`config.mk`:
```
export PLATFORM = sky130hd
export DESIGN_NAME = ixc_bus26_arb_flat
export DESIGN_NICKNAME = d
export VERILOG_FILES = /design/src/rtl/ixc_bus26_arb_if.sv /design/src/rtl/ixc_bus26_arb.sv /design/src/flat_wrapper.sv
export SDC_FILE = /design/constraint.sdc
export NUM_CORES = 1
export LEC_CHECK = 0
export ABC_AREA = 0
export BUFFER_PORTS_ARGS = -buffer_cell sky130_fd_sc_hd__buf_2
export CAP_MARGIN = 20
export CORE_ASPECT_RATIO = 0.7
export CORE_MARGIN = 2
export CORE_UTILIZATION = 40
export CTS_CLUSTER_SIZE = 20
export DETAILED_ROUTE_END_ITERATION = 7
export PLACE_DENSITY = 0.82
export SYNTH_ARGS = -nofsm -noshare
export SYNTH_HDL_FRONTEND = slang
export SYNTH_SLANG_ARGS = --single-unit
```
`constraint.sdc`:
```
create_clock -name clk -period 1.9 [get_ports clk]
set_input_delay 0.38 -clock clk [delete_from_list [all_inputs] [get_ports clk]]
set_output_delay 0.38 -clock clk [all_outputs]
set_load 0.03 [all_outputs]
```
`src/rtl/ixc_bus26_arb_if.sv`:
```
// Bundle of requester-side and shared-path signals for the packet-locked arbiter.
// master is the traffic side (requesters plus downstream sink), slave is the arbiter.
interface ixc_bus26_arb_if #(
    parameter int W = 26,
    parameter int N = 4
);
    localparam int IW = $clog2(N);

    logic [N-1:0]   req_valid;
    logic [N*W-1:0] req_data;
    logic [N-1:0]   req_last;
    logic [N-1:0]   req_ready;
    logic           out_valid;
    logic [W-1:0]   out_data;
    logic           out_last;
    logic           out_ready;
    logic [IW-1:0]  grant_id;
    logic           busy;

    modport master (
        output req_valid, req_data, req_last, out_ready,
        input  req_ready, out_valid, out_data, out_last, grant_id, busy
    );

    modport slave (
        input  req_valid, req_data, req_last, out_ready,
        output req_ready, out_valid, out_data, out_last, grant_id, busy
    );
endinterface

```
`src/rtl/ixc_bus26_arb.sv`:
```
// N-way round-robin arbiter that locks onto one requester for a whole packet
// and forwards its beats through a single registered W-bit output stage.
module ixc_bus26_arb #(
    parameter int W = 26,
    parameter int N = 4
) (
    input  logic           clk,
    input  logic           rst,
    ixc_bus26_arb_if.slave bus
);
    // state | meaning
    // IDLE  | arbitration cycle: no req_ready, search req_valid from rr_ptr
    // XFER  | locked to grant_id until its last beat is accepted
    localparam int IW = $clog2(N);
    localparam logic [0:0] IDLE = 1'b0;
    localparam logic [0:0] XFER = 1'b1;

    logic [0:0]    state;
    logic [IW-1:0] rr_ptr;
    logic [IW-1:0] grant_q;
    logic [IW-1:0] pick;
    logic [IW-1:0] idx;
    logic          found;
    logic [N-1:0]  ready;
    logic          take;
    logic [W-1:0]  sel_data;
    logic          sel_last;
    logic          out_valid_q;
    logic          out_last_q;
    logic [W-1:0]  out_data_q;

    // N is a power of two, so the wrap N-1 -> 0 is plain truncation of rr_ptr + k.
    always_comb begin
        found = 1'b0;
        pick  = '0;
        idx   = '0;
        for (int k = 0; k < N; k++) begin
            idx = rr_ptr + IW'(k);
            if (!found && bus.req_valid[idx]) begin
                found = 1'b1;
                pick  = idx;
            end
        end
    end

    always_comb begin
        ready = '0;
        if (state == XFER) begin
            ready[grant_q] = bus.out_ready | ~out_valid_q;
        end
    end

    assign take = (state == XFER) & bus.req_valid[grant_q] & ready[grant_q];

    always_comb begin
        sel_data = '0;
        sel_last = 1'b0;
        for (int i = 0; i < N; i++) begin
            if (grant_q == IW'(i)) begin
                sel_data = bus.req_data[i*W +: W];
                sel_last = bus.req_last[i];
            end
        end
    end

    always_ff @(posedge clk) begin
        if (rst) begin
            state   <= IDLE;
            rr_ptr  <= '0;
            grant_q <= '0;
        end else if (state == IDLE) begin
            if (found) begin
                grant_q <= pick;
                state   <= XFER;
            end
        end else begin
            if (take && sel_last) begin
                state  <= IDLE;
                rr_ptr <= grant_q + 1'b1;
            end
        end
    end

    // Output stage drains on out_ready regardless of FSM state; a load wins over a drain.
    always_ff @(posedge clk) begin
        if (rst) begin
            out_valid_q <= 1'b0;
            out_last_q  <= 1'b0;
            out_data_q  <= '0;
        end else if (take) begin
            out_valid_q <= 1'b1;
            out_data_q  <= sel_data;
            out_last_q  <= sel_last;
        end else if (out_valid_q && bus.out_ready) begin
            out_valid_q <= 1'b0;
        end
    end

    assign bus.req_ready = ready;
    assign bus.out_valid = out_valid_q;
    assign bus.out_data  = out_data_q;
    assign bus.out_last  = out_last_q;
    assign bus.grant_id  = grant_q;
    assign bus.busy      = (state == XFER);
endmodule

```
`src/flat_wrapper.sv`:
```
// flat-port wrapper written by rule: the top's interface ports become plain ports
module ixc_bus26_arb_flat 
#(
    parameter int W = 26,
    parameter int N = 4
)
  (clk, rst, bus_req_valid, bus_req_data, bus_req_last, bus_out_ready, bus_req_ready, bus_out_valid, bus_out_data, bus_out_last, bus_grant_id, bus_busy);
  ixc_bus26_arb_if #(.W(W), .N(N)) bus_i ();
  input  logic clk;
  input  logic rst;
  input wire logic [$bits(bus_i.req_valid)-1:0] bus_req_valid;
  input wire logic [$bits(bus_i.req_data)-1:0] bus_req_data;
  input wire logic [$bits(bus_i.req_last)-1:0] bus_req_last;
  input wire logic [$bits(bus_i.out_ready)-1:0] bus_out_ready;
  output wire logic [$bits(bus_i.req_ready)-1:0] bus_req_ready;
  output wire logic [$bits(bus_i.out_valid)-1:0] bus_out_valid;
  output wire logic [$bits(bus_i.out_data)-1:0] bus_out_data;
  output wire logic [$bits(bus_i.out_last)-1:0] bus_out_last;
  output wire logic [$bits(bus_i.grant_id)-1:0] bus_grant_id;
  output wire logic [$bits(bus_i.busy)-1:0] bus_busy;
  assign bus_i.req_valid = bus_req_valid;
  assign bus_i.req_data = bus_req_data;
  assign bus_i.req_last = bus_req_last;
  assign bus_i.out_ready = bus_out_ready;
  assign bus_req_ready = bus_i.req_ready;
  assign bus_out_valid = bus_i.out_valid;
  assign bus_out_data = bus_i.out_data;
  assign bus_out_last = bus_i.out_last;
  assign bus_grant_id = bus_i.grant_id;
  assign bus_busy = bus_i.busy;
  ixc_bus26_arb #(.W(W), .N(N)) u_core (.clk(clk), .rst(rst), .bus(bus_i));
endmodule
```
### Yosys cells after proc, flatten, opt, wreduce, memory -nomap -nowiden

Cells that the tools add are included.

| cells by class | value |
|---|---|
| eq/ne operators | 3 |
| reduce and logical (&&, ||, !) cells | 13 |
| bitwise logic cells | 6 |
| multiplexer cells | 36 |
| $add $sub $neg | 4 |
| $lt $le $gt $ge | 6 |

Operators with widths:

| kind | count |
|---|---|
| 26-bit 2-to-1 mux | 4 |
| 1-bit 2-to-1 mux | 20 |
| 2-bit by 3-bit less-than comparator with 1-bit output, second input constant | 5 |
| 1-bit binary-select mux with 2-bit select | 6 |
| 2-bit 2-to-1 mux | 4 |
| 1-bit logical AND | 6 |
| 2-bit by 1-bit adder with 2-bit output, second input constant | 2 |
| 2-bit adder, second input constant | 2 |
| 4-bit bitwise AND | 1 |
| 2-bit equality test, second input constant | 2 |
| 4-bit 2-to-1 mux | 1 |
| 2-bit AND reduction | 2 |
| 1-bit logical NOT | 3 |
| 1-bit bitwise AND | 2 |
| 1-bit demux with 2-bit select | 1 |
| 2-bit by 1-bit equality test with 1-bit output, second input constant | 1 |
| 2-bit by 1-bit greater-or-equal comparator with 1-bit output, second input constant | 1 |
| 2-bit logical NOT | 1 |
| 1-bit inverter | 2 |
| 2-bit nonzero test | 1 |
| 1-bit OR | 1 |

| word-level totals | value |
|---|---|
| output and inout port bits | 35 |
| input port bits | 115 |
| register bits after elaboration | 33 |
| logic and storage cells | 74 |

### Logic depth before layout (Yosys ltp)

Gate-level depths: netlist (run 1).

| logic depth | value |
|---|---|
| depth after elaboration | 14 |
| depth in mapped cells | 8 |

### Least setup slack after synthesis (run 1)

OpenSTA, ideal clock, no wires.

| path | value |
|---|---|
| kind | flip-flop to flip-flop |
| from | register u_core.grant_q[1], in the netlist u_core.bus.grant_id[1] |
| to | register u_core.rr_ptr[0] |
| setup slack | -0.299 ns |
| library setup time | 0.123 ns |
| cell stages (with the launch flop) | 8 |
| arrival time | 2.075 ns |
| required time | 1.777 ns |
| path through | dfxtp_1 > inv_1 > ha_1 > clkbuf_1 > nand3b_1 > a221o_1 > a2bb2oi_2 > mux2_1 |

| on the way | value |
|---|---|
| longest elaborated chain between the ends | 11 |
| elaborated cells between the ends (all ways) | 23 |
| those cells by class | order compare: 2; eq/ne: 3; mux: 11; bitwise: 3; reduce/logical: 4 |

RTL lines:

| what | line | RTL |
|---|---|---|
| start, declared | ixc_bus26_arb.sv:20 | `logic [IW-1:0] grant_q;` |
| start signal, assigned | ixc_bus26_arb.sv:73 | `grant_q <= pick;` |
| 2-bit by 3-bit less-than comparator with 1-bit output (not written as such) or 2-bit by 1-bit greater-or-equal comparator with 1-bit output (tied branches) | ixc_bus26_arb.sv:49 | `ready[grant_q] = bus.out_ready \| ~out_valid_q;` |
| 1-bit logical AND (not written as such) | ixc_bus26_arb.sv:49 |  |
| 1-bit 2-to-1 mux (not written as such) | ixc_bus26_arb.sv:49 |  |
| 1-bit demux with 2-bit select | - |  |
| 4-bit bitwise AND (no source line) | - |  |
| 4-bit 2-to-1 mux | ixc_bus26_arb.sv:48 | `if (state == XFER) begin` |
| 1-bit binary-select mux with 2-bit select | ixc_bus26_arb.sv:53 | `assign take = (state == XFER) & bus.req_valid[grant_q] & ready[grant_q];` |
| 1-bit 2-to-1 mux (not written as such) | ixc_bus26_arb.sv:53 |  |
| 1-bit bitwise AND | ixc_bus26_arb.sv:53 |  |
| 1-bit logical AND * | ixc_bus26_arb.sv:77 | `if (take && sel_last) begin` |
| 2-bit AND reduction (no source line) * | - |  |
| end signal, assigned | ixc_bus26_arb.sv:79 | `rr_ptr <= grant_q + 1'b1;` |
| end, declared | ixc_bus26_arb.sv:19 | `logic [IW-1:0] rr_ptr;` |

Every way passes the cells marked *; elsewhere a longest branch is shown, timed or not. The select of a mux whose other input is x is not followed.
A chain may end at the register's enable or synchronous reset.

### Final worst setup path (run 1)

| path | value |
|---|---|
| from | register u_core.grant_q[1], in the netlist u_core.bus.grant_id[1] |
| to | register u_core.out_last_q, in the netlist u_core.bus.out_last |

| on the way | value |
|---|---|
| longest elaborated chain between the ends | 9 |
| elaborated cells between the ends (all ways) | 21 |
| those cells by class | order compare: 2; eq/ne: 3; mux: 11; bitwise: 3; reduce/logical: 2 |

RTL lines:

| what | line | RTL |
|---|---|---|
| 2-bit by 3-bit less-than comparator with 1-bit output (not written as such) or 2-bit by 1-bit greater-or-equal comparator with 1-bit output (tied branches) | ixc_bus26_arb.sv:49 |  |
| 1-bit logical AND (not written as such) | ixc_bus26_arb.sv:49 |  |
| 1-bit 2-to-1 mux (not written as such) | ixc_bus26_arb.sv:49 |  |
| 1-bit demux with 2-bit select | - |  |
| 4-bit bitwise AND (no source line) | - |  |
| 4-bit 2-to-1 mux | ixc_bus26_arb.sv:48 |  |
| 1-bit binary-select mux with 2-bit select | ixc_bus26_arb.sv:53 |  |
| 1-bit 2-to-1 mux (not written as such) | ixc_bus26_arb.sv:53 |  |
| 1-bit bitwise AND | ixc_bus26_arb.sv:53 |  |
| end signal, assigned | ixc_bus26_arb.sv:93 | `out_last_q <= sel_last;` |
| end, declared | ixc_bus26_arb.sv:29 | `logic out_last_q;` |

Parallel ways exist; a longest one is shown, timed or not. The select of a mux whose other input is x is not followed.

==> qor.yml, run 1 <==
status:
  status: "complete, no violations"
synthesis:
  yosys_register_bits: 33
  yosys.cell_count.top_type: "nand2_1"
  syn_nets: 476
  synth_warnings: 0
  yosysSeqAreaShare: 0.2682
  syn_inst: 357
  synth_top_flop_cell: "dfxtp_1"
  synthTopCellsByCount: "nand2_1 (81), o21ai_0 (51), dfxtp_1 (33), a21oi_1 (32), inv_1 (32)"
  synth_top_cells_by_area: "dfxtp_1 (27%), nand2_1 (12%), a311oi_2 (12%)"
  synthDistinctLibCells: 30
  synth-edff-count: 0
  synth_top_area_cell: "dfxtp_1"
  yosysTopAreaCellShare: 0.2682
  synthArstFlopShare: 0
  syn_area_per_cell_um2: 6.901
  syn_area_mm2: 0.002464
hold_path:
  hp-class: "in2reg"
  hold_start: "bus_req_data[79]"
  min_path_cells: 3
  worstHoldEndpoint: "u_core.bus.out_data[1]"
worst_setup_path:
  crit_required_ps: 2090
  worstReg2RegStart: "u_core.bus.grant_id[1]"
  crit_fanout: 18
  crit_arrival_ps: 2060
  reg2reg_to: "u_core.bus.out_last"
  cp_slowest_stage_delay_ps: 410
  critPathBufInv: 2
  start_kind: "flop"
  cp_cell_sequence: "inv_4, ha_4, and3b_1, o2111a_2, or2_4, buf_12, a311oi_2"
  end_kind: "flop"
  path_delay_family: "compound AO/OA/AOI/OAI gates"
  critPathKind: "reg2reg"
  startpoint: "u_core.bus.grant_id[1]"
  reg2reg_depth: 7
  r2r_slack_ps: 30
  slowest_stage: "dfxtp_4"
detailed_routing:
  drt-pass1-iter-count: 4
  via_per_inst: 5.350
  wl_per_cell_um: 14.91
  drt-initial-drc-count: 148
  vias: 3103
  drc_errors: 0
  ant_nets: 0
  finalWirelength_mm: 8.649
timing:
  hold_ws_ps: 388.7
  period_needed_ps: 1867
  hold_viol: 0
  skew_ps: 5.849
  setup_viol_count_final: 0
  rsz0062_at_grt: "yes"
  tns_ps: 0
  max_slew.worst_pin.slew_ps: 298.3
  fin_crit_sh: 0.9828
  maxSlewHeadroom: 0.7990
  maxSlewViolCount: 0
  setup_slack_ps: 32.75
  max_freq_mhz: 535.5
pwr:
  power.share.sequential: 0.331
  comb_power_share: 0.457
  p_sw_mw: 0.9992
  switching_share: 0.3881
  p_leak_nw: 1.726
  p_int_mw: 1.575
  power_mw: 2.575
  max-vdd-ir-drop_v: 0.0002950
  clock_power_share: 0.212
  p_per_area_mw_per_mm2: 698.9
cts:
  clk_pin_slew_worst_paths_ps: 70
  ctsLongestPathBuffers: 2
  holdBufCountCts: 0
  cts_root_buf: "clkbuf_8"
  numCtsBuffers: 5
  clock_latency_ps: 280
  h-tree-depth: 2
  clkSinkCount: 33
  cts_tree: "done"
grt:
  grt.total_usage: 0.2372
  antenna_found_initial: 0
  grt_pass1_vias: 2938
  grt_pass1_wl_mm: 13.44
  grt_max_degree: 56
  grt.overflow.total: 0
floorplan:
  dieArea_mm2: 0.006813
  initial_core_util: 0.4217
  ios: 150
  core_area_mm2: 0.005842
  dieHeight_um: 69.66
  die_w_um: 97.80
  row_count: 23
final_layout:
  insertedDiodeCount: 0
  fin_cells: 580
  drive_gt1_frac: 0.4376
  syn2layout_area_growth_pct: 49.52
  nFillCells: 532
  num-nets-final: 623
place:
  place.port_buffers: 149
  dp.cells: 568
  gp_congestion: 0.8433
  place_hpwl_mm: 6.251
  post-place-ws_ps: -29.53
run:
  max_cap_violations: 0
==> worst reg2reg max path: stages, from the launching register on <==
cell and delay [ps]:
dfxtp_4 410, inv_4 70, ha_4 180, and3b_1 190, o2111a_2 280, or2_4 250
buf_12 170, a311oi_2 230
==> kinds of logic after synthesis <==
| group | synth area share |
|---|---|
| multiplexers | 0.008634 |
| flip-flops | 0.2682 |
| buffers and inverters | 0.1143 |
| adder cells (fa/ha/maj) | 0.02032 |
| AO/OA/AOI/OAI | 0.3596 |
| AND/OR/NAND/NOR | 0.2291 |
==> placed cells by master, fill, tap and decap left out, types with 2 or more instances in the layout <==
cell type / n
nor3_2: 2
buf_6: 3
a21oi_1: 32
nand2_1: 81
nor2b_1: 2
ha_4: 4
clkbuf_8: 6
buf_2: 146
buf_12: 7
a21o_1: 2
nor2_1: 5
a211o_1: 2
inv_1: 30
clkbuf_16: 2
and3b_1: 2
buf_4: 16
o221ai_1: 2
nand2b_1: 4
a311oi_2: 24
o2111a_2: 2
and3_1: 5
clkbuf_1: 2
a311oi_1: 3
nor3_1: 25
o21ai_0: 51
dfxtp_4: 2
inv_4: 2
dfxtp_1: 31
==> layer usage <==
layer | share of wire | vias to the layer above | track usage
met3 | 0.078 | 16 | 0.06048
li1 | - | 1537 | -
met5 | 0 | - | 0
met2 | 0.47 | 145 | 0.3969
met4 | 0.021 | 0 | 0.08025
met1 | 0.44 | 1405 | 0.2979
==> power groups by stage <==
stage	Combinational [mW]	Sequential [mW]	Clock, mW
2_1_floorplan	0.543	1.02	0
3_3_place_gp	1.04	0.859	0
3_5_place_dp	1.07	0.861	0
4_1_cts	1.11	0.850	0.550
5_1_grt	1.27	0.864	0.586
6_report	1.18	0.853	0.545
==> state kept, by name (all words and copies together), names as in the netlist <==
signal and flops:
u_core.bus.busy 1, u_core.bus.grant_id 2, u_core.rr_ptr 2, u_core.bus.out_valid 1, u_core.bus.out_last 1, u_core.bus.out_data 26
==> metrics by stage <==
stage	area (µm²)	util
after floorplan	2472	-
after global placement	3346	0.5727
after detailed placement	3346	0.5727
after CTS	3517	0.6021
after global routing	3684	0.6305
final	3684	0.6305
==> what timing repair did <==
action                                  CTS  global route
endpoints found under the setup margin   18            31
cloned                                    0             2
pin swaps                                 1             3
gates resized for setup                  20            24
buffers inserted                          0             2
==> cell type report <==
| type | instances | area, µm² | share of cell area |
|---|---|---|---|
| clock buffer | 8 | 90.09 | 0.02446 |
| inverter | 32 | 125.1 | 0.03397 |
| multi-input combinational | 257 | 1617 | 0.4389 |
| sequential | 33 | 668.1 | 0.1814 |
| tap | 75 | 93.84 | 0.02548 |
| timing repair buffer | 175 | 1090 | 0.2959 |
==> how the worst max path moves through the flow <==
stage                             endpoint  cells past startpoint
floorplan                 u_core.rr_ptr[0]                      7
global placement    u_core.bus.out_data[6]                      7
detailed placement  u_core.bus.out_data[2]                      7
CTS                       bus_req_ready[2]                      6
global route           u_core.bus.out_last                      7
finish                 u_core.bus.out_last                      7
(Power assumes the default switching activity.)
==> inputs of run 2 (changes only) <==
Settings changed: PLACE_DENSITY 0.82 to 0.87.
==> run 2 against run 1 <==
Sequential power increased by 0.5%. Combinational power is essentially flat. Final area up 0.41%. Register-to-register slack hardly changed. Via count shrank 1.3%. Worst setup slack better by 12 ps. Final cell count up 0.34%. Largest cell class unchanged. Clock-buffer cell count decreased by 1. Non-clock buffer count is 2 higher. Die area unchanged. Sequential share of layout area is 0.074 points lower.
==> qor.yml, run 2 (synthesis gave the netlist of run 1 again) <==
cts:
  clkSinkCount: 33  # unchanged
  cts_tree: "done"
  clock_latency_ps: 280  # about the same
  ctsLongestPathBuffers: 2  # unchanged
  numCtsBuffers: 5  # unchanged
  clk_pin_slew_worst_paths_ps: 70  # about the same
  h-tree-depth: 2  # unchanged
  cts_root_buf: "clkbuf_8"
place:
  place_hpwl_mm: 6.032  # -3.5%
  dp.cells: 568  # unchanged
  dpl_cell_area_mm2: 0.003358  # +0.37%
  gp_congestion: 0.9279  # +10%
  place.port_buffers: 149  # unchanged
  post-place-ws_ps: -17.00  # +12.53 ps
hold_path:
  hp-class: "in2reg"
  hold_start: "bus_req_data[81]"
  worstHoldEndpoint: "u_core.bus.out_data[3]"
  min_path_cells: 3  # unchanged
grt:
  antenna_found_initial: 0  # unchanged
  grt.total_usage: 0.2319  # -0.005304
  grt_pass1_wl_mm: 13.14  # -2.3%
  grt_max_degree: 42  # -25%
  grt.overflow.total: 0  # unchanged
  grt_pass1_vias: 2887  # -1.7%
pwr:
  p_per_area_mw_per_mm2: 703.7  # +0.68%
  max-vdd-ir-drop_v: 0.0002800  # -5.1%
  p_leak_nw: 1.743  # +1.0%
  power_mw: 2.603  # +1.1%
worst_setup_path:
  crit_required_ps: 2070  # -20 ps
  crit_fanout: 18  # unchanged
  crit_arrival_ps: 2020  # -40 ps
  critPathKind: "reg2reg"
  reg2reg_depth: 7  # unchanged
  worstReg2RegStart: "u_core.bus.grant_id[0]"
  start_kind: "flop"
  r2r_slack_ps: 40  # about the same
  startpoint: "u_core.bus.grant_id[0]"
  end_kind: "flop"
  reg2reg_to: "u_core.rr_ptr[0]"
timing:
  period_needed_ps: 1855  # -11.99 ps
  setup_viol_count_final: 0  # unchanged
  max_freq_mhz: 539.0  # +0.65%
  hold_viol: 0  # unchanged
  maxSlewHeadroom: 0.7104  # -0.08859
  setup_slack_ps: 44.73  # +11.99 ps
  rsz0062_at_grt: "yes"
  hold_ws_ps: 382.3  # -6.458 ps
  fin_crit_sh: 0.9765  # -0.006309
  skew_ps: 2.661  # -3.189 ps
  max_slew.worst_pin.slew_ps: 433.8  # +135.4 ps
  tns_ps: 0  # unchanged
  maxSlewViolCount: 0  # unchanged
final_layout:
  drive_gt1_frac: 0.4398  # +0.002218
  num-nets-final: 625  # +0.32%
  mostFrequentLayoutCells: "buf_2 (147), nand2_1 (81), o21ai_0 (51), a21oi_1 (32), dfxtp_1 (31)"
  fin_cells: 582  # +0.34%
  insertedDiodeCount: 0  # unchanged
  largest_reg_flops: 26  # unchanged
  post-route-util: 0.6331  # +0.002570
  layout_commonest_cell: "buf_2"
  finalInstanceArea_mm2: 0.003699  # +0.41%
  syn2layout_area_growth_pct: 50.13
detailed_routing:
  vias: 3064  # -1.3%
  wl_per_cell_um: 14.48  # -2.9%
  drc_errors: 0  # unchanged
  via_per_inst: 5.265  # -1.6%
  finalWirelength_mm: 8.430  # -2.5%
  ant_nets: 0  # unchanged
  drt-initial-drc-count: 95  # -36%
  drt-pass1-iter-count: 4  # unchanged
status:
  status: "complete, no violations"
run:
  max_cap_violations: 0  # unchanged
floorplan:
  die_w_um: 97.80  # unchanged
  row_count: 23  # unchanged
  core_area_mm2: 0.005842  # unchanged
  dieHeight_um: 69.66  # unchanged
  dieArea_mm2: 0.006813  # unchanged
  ios: 150  # unchanged
  initial_core_util: 0.4217  # unchanged
run 2: changes by cell type in the layout (fill, tap and decap cells not counted), moves of 2 or more:
cell      delta
buf_4        +2
clkbuf_1     -2
a311oi_1     +2
a311oi_2     -2
run 2: layout make-up:
type / count / area, µm²
Multi-Input combinational cell: 257 / 1617
Clock buffer: 7 / 96.34
Timing Repair Buffer: 177 / 1094
Inverter: 32 / 125.1
Tap cell: 75 / 93.84
Clock inverter: 1 / 5.005
Fill cell: 527 / 2143
Sequential cell: 33 / 668.1
run 2: worst max-delay path by stage:
| stage | endpoint | slack, ps | cells past startpoint |
|---|---|---|---|
| 6_report | u_core.rr_ptr[0] | 40 | 7 |
| 5_1_grt | u_core.rr_ptr[0] | -20 | 7 |
| 4_1_cts | u_core.rr_ptr[0] | 9 | 7 |
| 3_5_place_dp | u_core.rr_ptr[0] | -20 | 7 |
| 3_3_place_gp | u_core.bus.out_data[17] | 70 | 7 |
| 2_1_floorplan | u_core.rr_ptr[0] | -30 | 7 |
run 2: repair_timing:
action / in CTS / in global routing
endpoints found under the setup margin: 11 / 32
hold buffers: 0 / 0
gates cloned: 1 / 1
buffers inserted: 1 / 3
hold endpoints to repair: 0 / 0
resized for setup: 17 / 18
run 2: layer usage:
metal	global-route usage	up-vias	share of wire
met5	0	-	0
met4	0.06019	0	0.014
met3	0.05645	15	0.070
met2	0.4084	128	0.47
met1	0.2839	1378	0.45
li1	-	1543	-
run 2: power breakdown:
part           internal [mW]  leakage (nW)  switching [mW]
Sequential             0.784         0.272          0.0730
Clock                  0.327        0.0542           0.251
Combinational          0.497          1.42           0.669
Total                   1.61          1.74           0.994
run 2: worst max-delay path: stages, from the launching register on:
cell,delay [ps]
dfxtp_4,410
inv_4,60
ha_4,190
and3b_1,160
o2111a_2,280
buf_12,160
a2bb2oi_4,170
mux2_1,310
